[config.mk]
export PLATFORM = sky130hd
export DESIGN_NAME = rect_fill_engine
export DESIGN_NICKNAME = d
export VERILOG_FILES = /design/src/rtl/rect_fill_pkg.sv /design/src/rtl/rect_fill_addr_gen.sv /design/src/rtl/rect_fill_engine.sv
export SDC_FILE = /design/constraint.sdc
export NUM_CORES = 1
export LEC_CHECK = 0
export ABC_AREA = 1
export BUFFER_PORTS_ARGS = -buffer_cell sky130_fd_sc_hd__buf_4
export CAP_MARGIN = 20
export CORE_MARGIN = 2
export CORE_UTILIZATION = 45
export CTS_BUF_LIST = sky130_fd_sc_hd__clkbuf_8
export CTS_CLUSTER_SIZE = 25
export DETAILED_ROUTE_END_ITERATION = 12
export PLACE_DENSITY = 0.65
export SYNTH_ARGS = -nofsm -noshare
export SYNTH_HDL_FRONTEND = slang
export SYNTH_SLANG_ARGS = --single-unit
[constraint.sdc]
create_clock -name clk_pix -period 2.3 [get_ports clk_pix]
set_input_delay 0 -clock clk_pix [delete_from_list [all_inputs] [get_ports clk_pix]]
set_output_delay 0 -clock clk_pix [all_outputs]
set_load 0.005 [all_outputs]
[src/rtl/rect_fill_pkg.sv]
// rect_fill_pkg
//   Shared definitions for the rectangle fill engine: coordinate width,
//   full write mask and the engine state encoding.
package rect_fill_pkg;

  localparam int CORDW = 12;
  localparam logic [3:0] VRAM_MASK_FULL = 4'b1111;

  typedef enum logic [2:0] {
    IDLE = 3'd0,
    CLIP = 3'd1,
    REQ  = 3'd2,
    GAP  = 3'd3,
    DONE = 3'd4
  } fill_state_e;

endpackage

[src/rtl/rect_fill_addr_gen.sv]
// rect_fill_addr_gen
//   Raster-order pixel walker for the fill engine. Holds the current x/y and
//   a running row base (y * FB_WIDTH) kept by accumulation, so no multiplier
//   is needed in the per-pixel path.
// Ports
//   clk_pix, reset   pixel clock, synchronous active-high reset
//   load             capture start corner and clipped end corner
//   step             advance to the next pixel in raster order
//   x0, y0, x1, y1   rectangle corners (x1/y1 already clipped)
//   addr             pixel index of the current pixel (row_base + x)
//   last             current pixel is the bottom-right corner
module rect_fill_addr_gen
  import rect_fill_pkg::*;
#(
  parameter int FB_WIDTH = 640
) (
  input  logic             clk_pix,
  input  logic             reset,
  input  logic             load,
  input  logic             step,
  input  logic [CORDW-1:0] x0,
  input  logic [CORDW-1:0] y0,
  input  logic [CORDW-1:0] x1,
  input  logic [CORDW-1:0] y1,
  output logic [31:0]      addr,
  output logic             last
);

  localparam logic [31:0] ROW_STEP = 32'(FB_WIDTH);

  logic [CORDW-1:0] x_cur, y_cur, x_start, x_end, y_end;
  logic [31:0]      row_base;

  // y * FB_WIDTH as a sum of constant shifts of y; FB_WIDTH is fixed at
  // elaboration so this reduces to a small adder tree, done in one cycle.
  function automatic logic [31:0] row_of(input logic [CORDW-1:0] y);
    logic [31:0] acc;
    acc = '0;
    for (int b = 0; b < 32; b++) begin
      if (((FB_WIDTH >> b) & 1) == 1)
        acc = acc + ({{(32-CORDW){1'b0}}, y} << b);
    end
    return acc;
  endfunction

  always_ff @(posedge clk_pix) begin
    if (reset) begin
      x_cur    <= '0;
      y_cur    <= '0;
      x_start  <= '0;
      x_end    <= '0;
      y_end    <= '0;
      row_base <= '0;
    end else if (load) begin
      x_cur    <= x0;
      y_cur    <= y0;
      x_start  <= x0;
      x_end    <= x1;
      y_end    <= y1;
      row_base <= row_of(y0);
    end else if (step) begin
      if (x_cur == x_end) begin
        x_cur    <= x_start;
        y_cur    <= y_cur + 1'b1;
        row_base <= row_base + ROW_STEP;
      end else begin
        x_cur <= x_cur + 1'b1;
      end
    end
  end

  assign addr = row_base + {{(32-CORDW){1'b0}}, x_cur};
  assign last = (x_cur == x_end) && (y_cur == y_end);

endmodule

[src/rtl/rect_fill_engine.sv]
// rect_fill_engine
//   Fills an inclusive rectangle of a FB_WIDTH x FB_HEIGHT framebuffer with a
//   single colour, one 16-bit pixel write per vram handshake, raster order.
//   Optional feature: define RECT_FILL_ABORT_EN to add abort_i.
//
//   state | meaning
//   IDLE  | ready for a command
//   CLIP  | clamp corners to the framebuffer, load the address generator
//   REQ   | write request held until vram_ack_i
//   GAP   | one idle cycle between writes
//   DONE  | one-cycle completion pulse
//
// Ports
//   clk_pix, reset              pixel clock, synchronous active-high reset
//   abort_i                     (RECT_FILL_ABORT_EN only) stop the fill early
//   cmd_valid_i / cmd_ready_o   command handshake
//   cmd_x0_i..cmd_y1_i          inclusive corners, cmd_color_i fill colour
//   busy_o, done_o              status, one-cycle completion pulse
//   vram_*                      framebuffer write port
module rect_fill_engine
  import rect_fill_pkg::*;
#(
  parameter int FB_WIDTH  = 640,
  parameter int FB_HEIGHT = 480
) (
  input  logic             clk_pix,
  input  logic             reset,
`ifdef RECT_FILL_ABORT_EN
  input  logic             abort_i,
`endif
  input  logic             cmd_valid_i,
  output logic             cmd_ready_o,
  input  logic [CORDW-1:0] cmd_x0_i,
  input  logic [CORDW-1:0] cmd_y0_i,
  input  logic [CORDW-1:0] cmd_x1_i,
  input  logic [CORDW-1:0] cmd_y1_i,
  input  logic [15:0]      cmd_color_i,
  output logic             busy_o,
  output logic             done_o,
  output logic             vram_sel_o,
  output logic             vram_wr_o,
  output logic [3:0]       vram_mask_o,
  output logic [31:0]      vram_addr_o,
  output logic [15:0]      vram_data_out_o,
  input  logic             vram_ack_i
);

  localparam logic [CORDW-1:0] X_MAX = CORDW'(FB_WIDTH - 1);
  localparam logic [CORDW-1:0] Y_MAX = CORDW'(FB_HEIGHT - 1);

  fill_state_e      state, state_nx;
  logic [CORDW-1:0] x0_q, y0_q, x1_q, y1_q;
  logic [15:0]      color_q;
  logic [CORDW-1:0] x1_clip, y1_clip;
  logic             empty;
  logic             accept;
  logic             gen_load, gen_step;
  logic [31:0]      gen_addr;
  logic             gen_last;
  logic             in_req;

  assign accept  = cmd_valid_i && (state == IDLE);
  assign x1_clip = (x1_q > X_MAX) ? X_MAX : x1_q;
  assign y1_clip = (y1_q > Y_MAX) ? Y_MAX : y1_q;
  // x0 beyond the right edge also lands here because x1_clip <= X_MAX.
  assign empty   = (x0_q > x1_clip) || (y0_q > y1_clip);

`ifdef RECT_FILL_ABORT_EN
  // Remembers an abort seen during a write so the outstanding ack is still
  // consumed before finishing.
  logic abort_pend;
  logic abort_any;

  always_ff @(posedge clk_pix) begin
    if (reset || state == IDLE) abort_pend <= 1'b0;
    else if (abort_i)           abort_pend <= 1'b1;
  end

  assign abort_any = abort_i || abort_pend;
`endif

  always_ff @(posedge clk_pix) begin
    if (reset) begin
      state   <= IDLE;
      x0_q    <= '0;
      y0_q    <= '0;
      x1_q    <= '0;
      y1_q    <= '0;
      color_q <= '0;
    end else begin
      state <= state_nx;
      if (accept) begin
        x0_q    <= cmd_x0_i;
        y0_q    <= cmd_y0_i;
        x1_q    <= cmd_x1_i;
        y1_q    <= cmd_y1_i;
        color_q <= cmd_color_i;
      end
    end
  end

  always_comb begin
    state_nx = state;
    gen_load = 1'b0;
    gen_step = 1'b0;
    case (state)
      IDLE: if (cmd_valid_i) state_nx = CLIP;
      CLIP: begin
        gen_load = 1'b1;
        state_nx = empty ? DONE : REQ;
`ifdef RECT_FILL_ABORT_EN
        if (abort_any) state_nx = DONE;
`endif
      end
      REQ: begin
        if (vram_ack_i) begin
          gen_step = 1'b1;
          state_nx = gen_last ? DONE : GAP;
`ifdef RECT_FILL_ABORT_EN
          if (abort_any) state_nx = DONE;
`endif
        end
      end
      GAP: begin
        state_nx = REQ;
`ifdef RECT_FILL_ABORT_EN
        if (abort_any) state_nx = DONE;
`endif
      end
      DONE:    state_nx = IDLE;
      default: state_nx = IDLE;
    endcase
  end

  rect_fill_addr_gen #(
    .FB_WIDTH(FB_WIDTH)
  ) u_addr_gen (
    .clk_pix (clk_pix),
    .reset   (reset),
    .load    (gen_load),
    .step    (gen_step),
    .x0      (x0_q),
    .y0      (y0_q),
    .x1      (x1_clip),
    .y1      (y1_clip),
    .addr    (gen_addr),
    .last    (gen_last)
  );

  // Write port is driven only in REQ and reads zero otherwise.
  assign in_req          = (state == REQ);
  assign cmd_ready_o     = (state == IDLE);
  assign busy_o          = (state != IDLE);
  assign done_o          = (state == DONE);
  assign vram_sel_o      = in_req;
  assign vram_wr_o       = in_req;
  assign vram_mask_o     = in_req ? VRAM_MASK_FULL : 4'b0000;
  assign vram_addr_o     = in_req ? gen_addr : 32'd0;
  assign vram_data_out_o = in_req ? color_q : 16'd0;

endmodule

==> impl_metrics.py <==
metrics = {
    "clocking": {
        "clk_latency_ps": 470,
        "cts_tree": "done",
        "clk_path_buf_depth": 2,
        "cts.sinks": 152,
        "htreeDepth": 4,
        "ctsRootBufferMaster": "clkbuf_8",
        "cts_buffers": 17,
        "clk_pin_slew_worst_paths_ps": 90,
    },
    "layout": {
        "area_growth_pct": 32.0,
        "nNetsFinal": 1693,
        "num-fill-cells": 1872,
        "design_area_mm2": 0.0118,
        "diodes": 0,
        "final_cell_mix": "nand2_1 (283), nor2_1 (166), buf_4 (158)",
        "final_common_cell": "nand2_1",
        "drive_gt1_share_pct": 17.2,
    },
    "detailed_routing": {
        "wire_per_inst_um": 14.7,
        "ant_nets": 0,
        "vias_per_cell": 5.10,
        "first_iter_violations": 563,
        "firstDrtPassIters": 5,
        "drc": 0,
        "dr_total_vias": 9483,
        "finalWirelength_um": 27300,
    },
    "sta": {
        "max_clock_freq_ghz": 0.441,
        "final.setup.worst_slack_ps": 30.7,
        "min_period_over_period_pct": 98.7,
        "final_max_slew_viol_count": 0,
        "fin_crit_ps": 2270,
        "slew_headroom_pct": 46.5,
        "max_slew.worst_pin.slew_ps": 803,
        "rsz0062_at_grt": "yes",
        "setup_viol_count_final": 0,
        "hold_viol": 0,
        "timing.hold.ws_ps": 47.2,
        "finClkSkew_ps": 15.0,
    },
    "power": {
        "p_switching_mw": 5.79,
        "p_seq_share_pct": 31.7,
        "power_leakage_nw": 5.03,
        "power.total_mw": 12.7,
        "p_sw_share_pct": 45.5,
        "pwr_density_cell_mw_per_mm2": 1080,
        "vdd_drop_max_mv": 0.808,
        "clkPwrFrac_pct": 18.0,
        "pwr-share-comb_pct": 50.2,
        "internal_power_mw": 6.94,
    },
    "logic_synthesis": {
        "synth_edf_count": 0,
        "synth_area_per_cell_um2": 6.52,
        "yosys_warnings": 0,
        "syn-cell-area_mm2": 0.00896,
        "yosysSeqAreaShare_pct": 34.0,
        "yosys_most_used_dff": "dfxtp_1",
        "synthArstFlopShare_pct": 0,
        "synth_cell_types": 42,
        "ys_ff_latch": 152,
        "synthCells": 1373,
    },
    "placement": {
        "preCtsSetupSlack_ps": 198,
        "io_buffers": 124,
        "dp.final_hpwl_um": 18800,
        "place.gp.congestion": 0.945,
        "postPlaceCellArea_mm2": 0.0102,
    },
    "critical_path": {
        "crit_required_ps": 2300,
        "critPathCaptureType": "primary output",
        "cp-start-kind": "flop",
        "path_max_fanout": 5,
        "worstPathArrival_ps": 2270,
        "crit_type": "flop to primary output",
    },
    "global_route": {
        "gr-usage-all-layers_pct": 25.7,
        "grt_pass1_vias": 9098,
        "grt_pass1_wl_um": 44900,
        "antenna_found_initial": 0,
        "grt_start_max_net_pins": 67,
        "grt_overflow": 0,
    },
    "die": {
        "core-area_mm2": 0.0195,
        "die-width_um": 145,
        "initial_core_util_pct": 45.9,
        "pin_count": 125,
        "die-area_mm2": 0.0211,
        "chipHeight_um": 145,
        "rows": 51,
    },
    "worst_hold_path": {
        "hp-class": "input pin to flop",
    },
    "status": {
        "status": "completed",
    },
    "job": {
        "drv_cap": 0,
    },
}
[path summary, 6_finish.rpt]
path                                       start  slack (ps)                                    to  cells past startpoint
max          u_addr_gen.row_base[8]$_SDFFE_PP0P_          30                       vram_addr_o[24]                     15
min                                  cmd_valid_i          50                 x0_q[10]$_SDFFE_PP0P_                      3
max reg2reg  u_addr_gen.row_base[8]$_SDFFE_PP0P_         260  u_addr_gen.row_base[19]$_SDFFE_PP0P_                     12
min reg2reg    u_addr_gen.y_end[10]$_SDFFE_PP0P_         450     u_addr_gen.y_end[10]$_SDFFE_PP0P_                      2
[logic make-up (layout without fill, tap and decap cells)]
kind of cell    Yosys count  in the layout  share of synthesized area [%]
buf+inv                 225            443                           10.2
other cells               1              5                         0.0419
fa+ha+maj                43             43                           6.09
simple gates            621            621                           28.9
compound gates          290            290                           16.8
xor+xnor                 41             41                           4.01
flops                   152            152                           34.0
[worst max-delay path, stage by stage (launching register included)]
cell,delay (ps)
dfxtp_4,360
ha_4,260
nand2_2,40
nand2_2,70
nand2_2,60
nand2_2,80
nand2_2,80
nand2_4,80
nand2_4,60
nand2_4,90
nand3_4,140
nor2_4,180
nand3_2,80
nand2_1,60
nor2_1,40
buf_4,130
[repair_timing]
item,CTS,global route
resized for setup,25,50
buffers inserted,4,3
endpoints found under the setup margin,17,22
pin swaps,7,18
hold buffers,91,0
cloned,0,0
endpoints found under the hold margin,65,0
[synth_stat cells (2+ instances only)]
master	number	share of area (%)
nand2_1	298	12
nand4_1	16	1.1
a21oi_1	144	8.0
buf_8	2	0.34
nor4_1	2	0.14
xnor2_1	21	2.1
or2_2	2	0.14
o21a_1	3	0.25
dfxtp_1	152	34
xor2_1	20	2.0
nor2_1	181	7.6
inv_2	6	0.25
nand3_1	88	4.9
inv_1	150	6.3
o22ai_1	11	0.77
a21oi_2	4	0.39
ha_1	42	5.9
clkbuf_1	44	1.8
buf_1	3	0.13
buf_4	5	0.42
o21ai_0	120	6.7
nor3_1	22	1.2
buf_6	2	0.25
buf_2	10	0.56
clkbuf_2	2	0.11
nand2_4	2	0.25
a31oi_1	3	0.21
nor2_2	4	0.28
[final cells by class]
type	count	area [um^2]	area share, %
Clock buffer	19	262	2.21
Tap cell	265	332	2.80
Sequential cell	152	3060	25.9
Timing Repair Buffer	254	2180	18.5
Multi-Input combinational cell	1000	5220	44.1
Clock inverter	13	181	1.53
Inverter	157	592	5.01
[registers in the layout, summed over array words and instances (netlist names)]
name,count
u_addr_gen.x_start,12
y1_q,12
u_addr_gen.y_end,12
u_addr_gen.x_cur,12
x0_q,12
color_q,16
u_addr_gen.x_end,12
state,3
y0_q,12
x1_q,12
u_addr_gen.y_cur,12
u_addr_gen.row_base,25
[layer usage]
layer | vias to the layer above | global-route usage (%) | routed length [um]
met1 | 4329 | 33.4 | 12400
met3 | 33 | 3.36 | 1320
met4 | 0 | 8.19 | 434
li1 | 4855 | - | -
met2 | 266 | 44.5 | 13100
met5 | - | 0 | 0
[power by group through the flow]
stage / logic [mW] / clock network (mW) / registers [mW]
6_report: 6.39 / 2.30 / 4.04
5_1_grt: 7.23 / 2.45 / 4.12
4_1_cts: 6.26 / 2.34 / 4.00
3_5_place_dp: 5.97 / 0 / 4.04
3_3_place_gp: 5.90 / 0 / 4.04
2_1_floorplan: 4.38 / 0 / 3.80
[stage by stage]
stage,TNS [ps],utilization [%],cells
global route,-840,60.6,1860
global placement,0,52.2,1730
detailed placement,0,52.2,1730
floorplan,0,-,1377
CTS,-5.67,59.7,1857
finish,0,60.6,1860
Power figures use the tool's default switching activity.
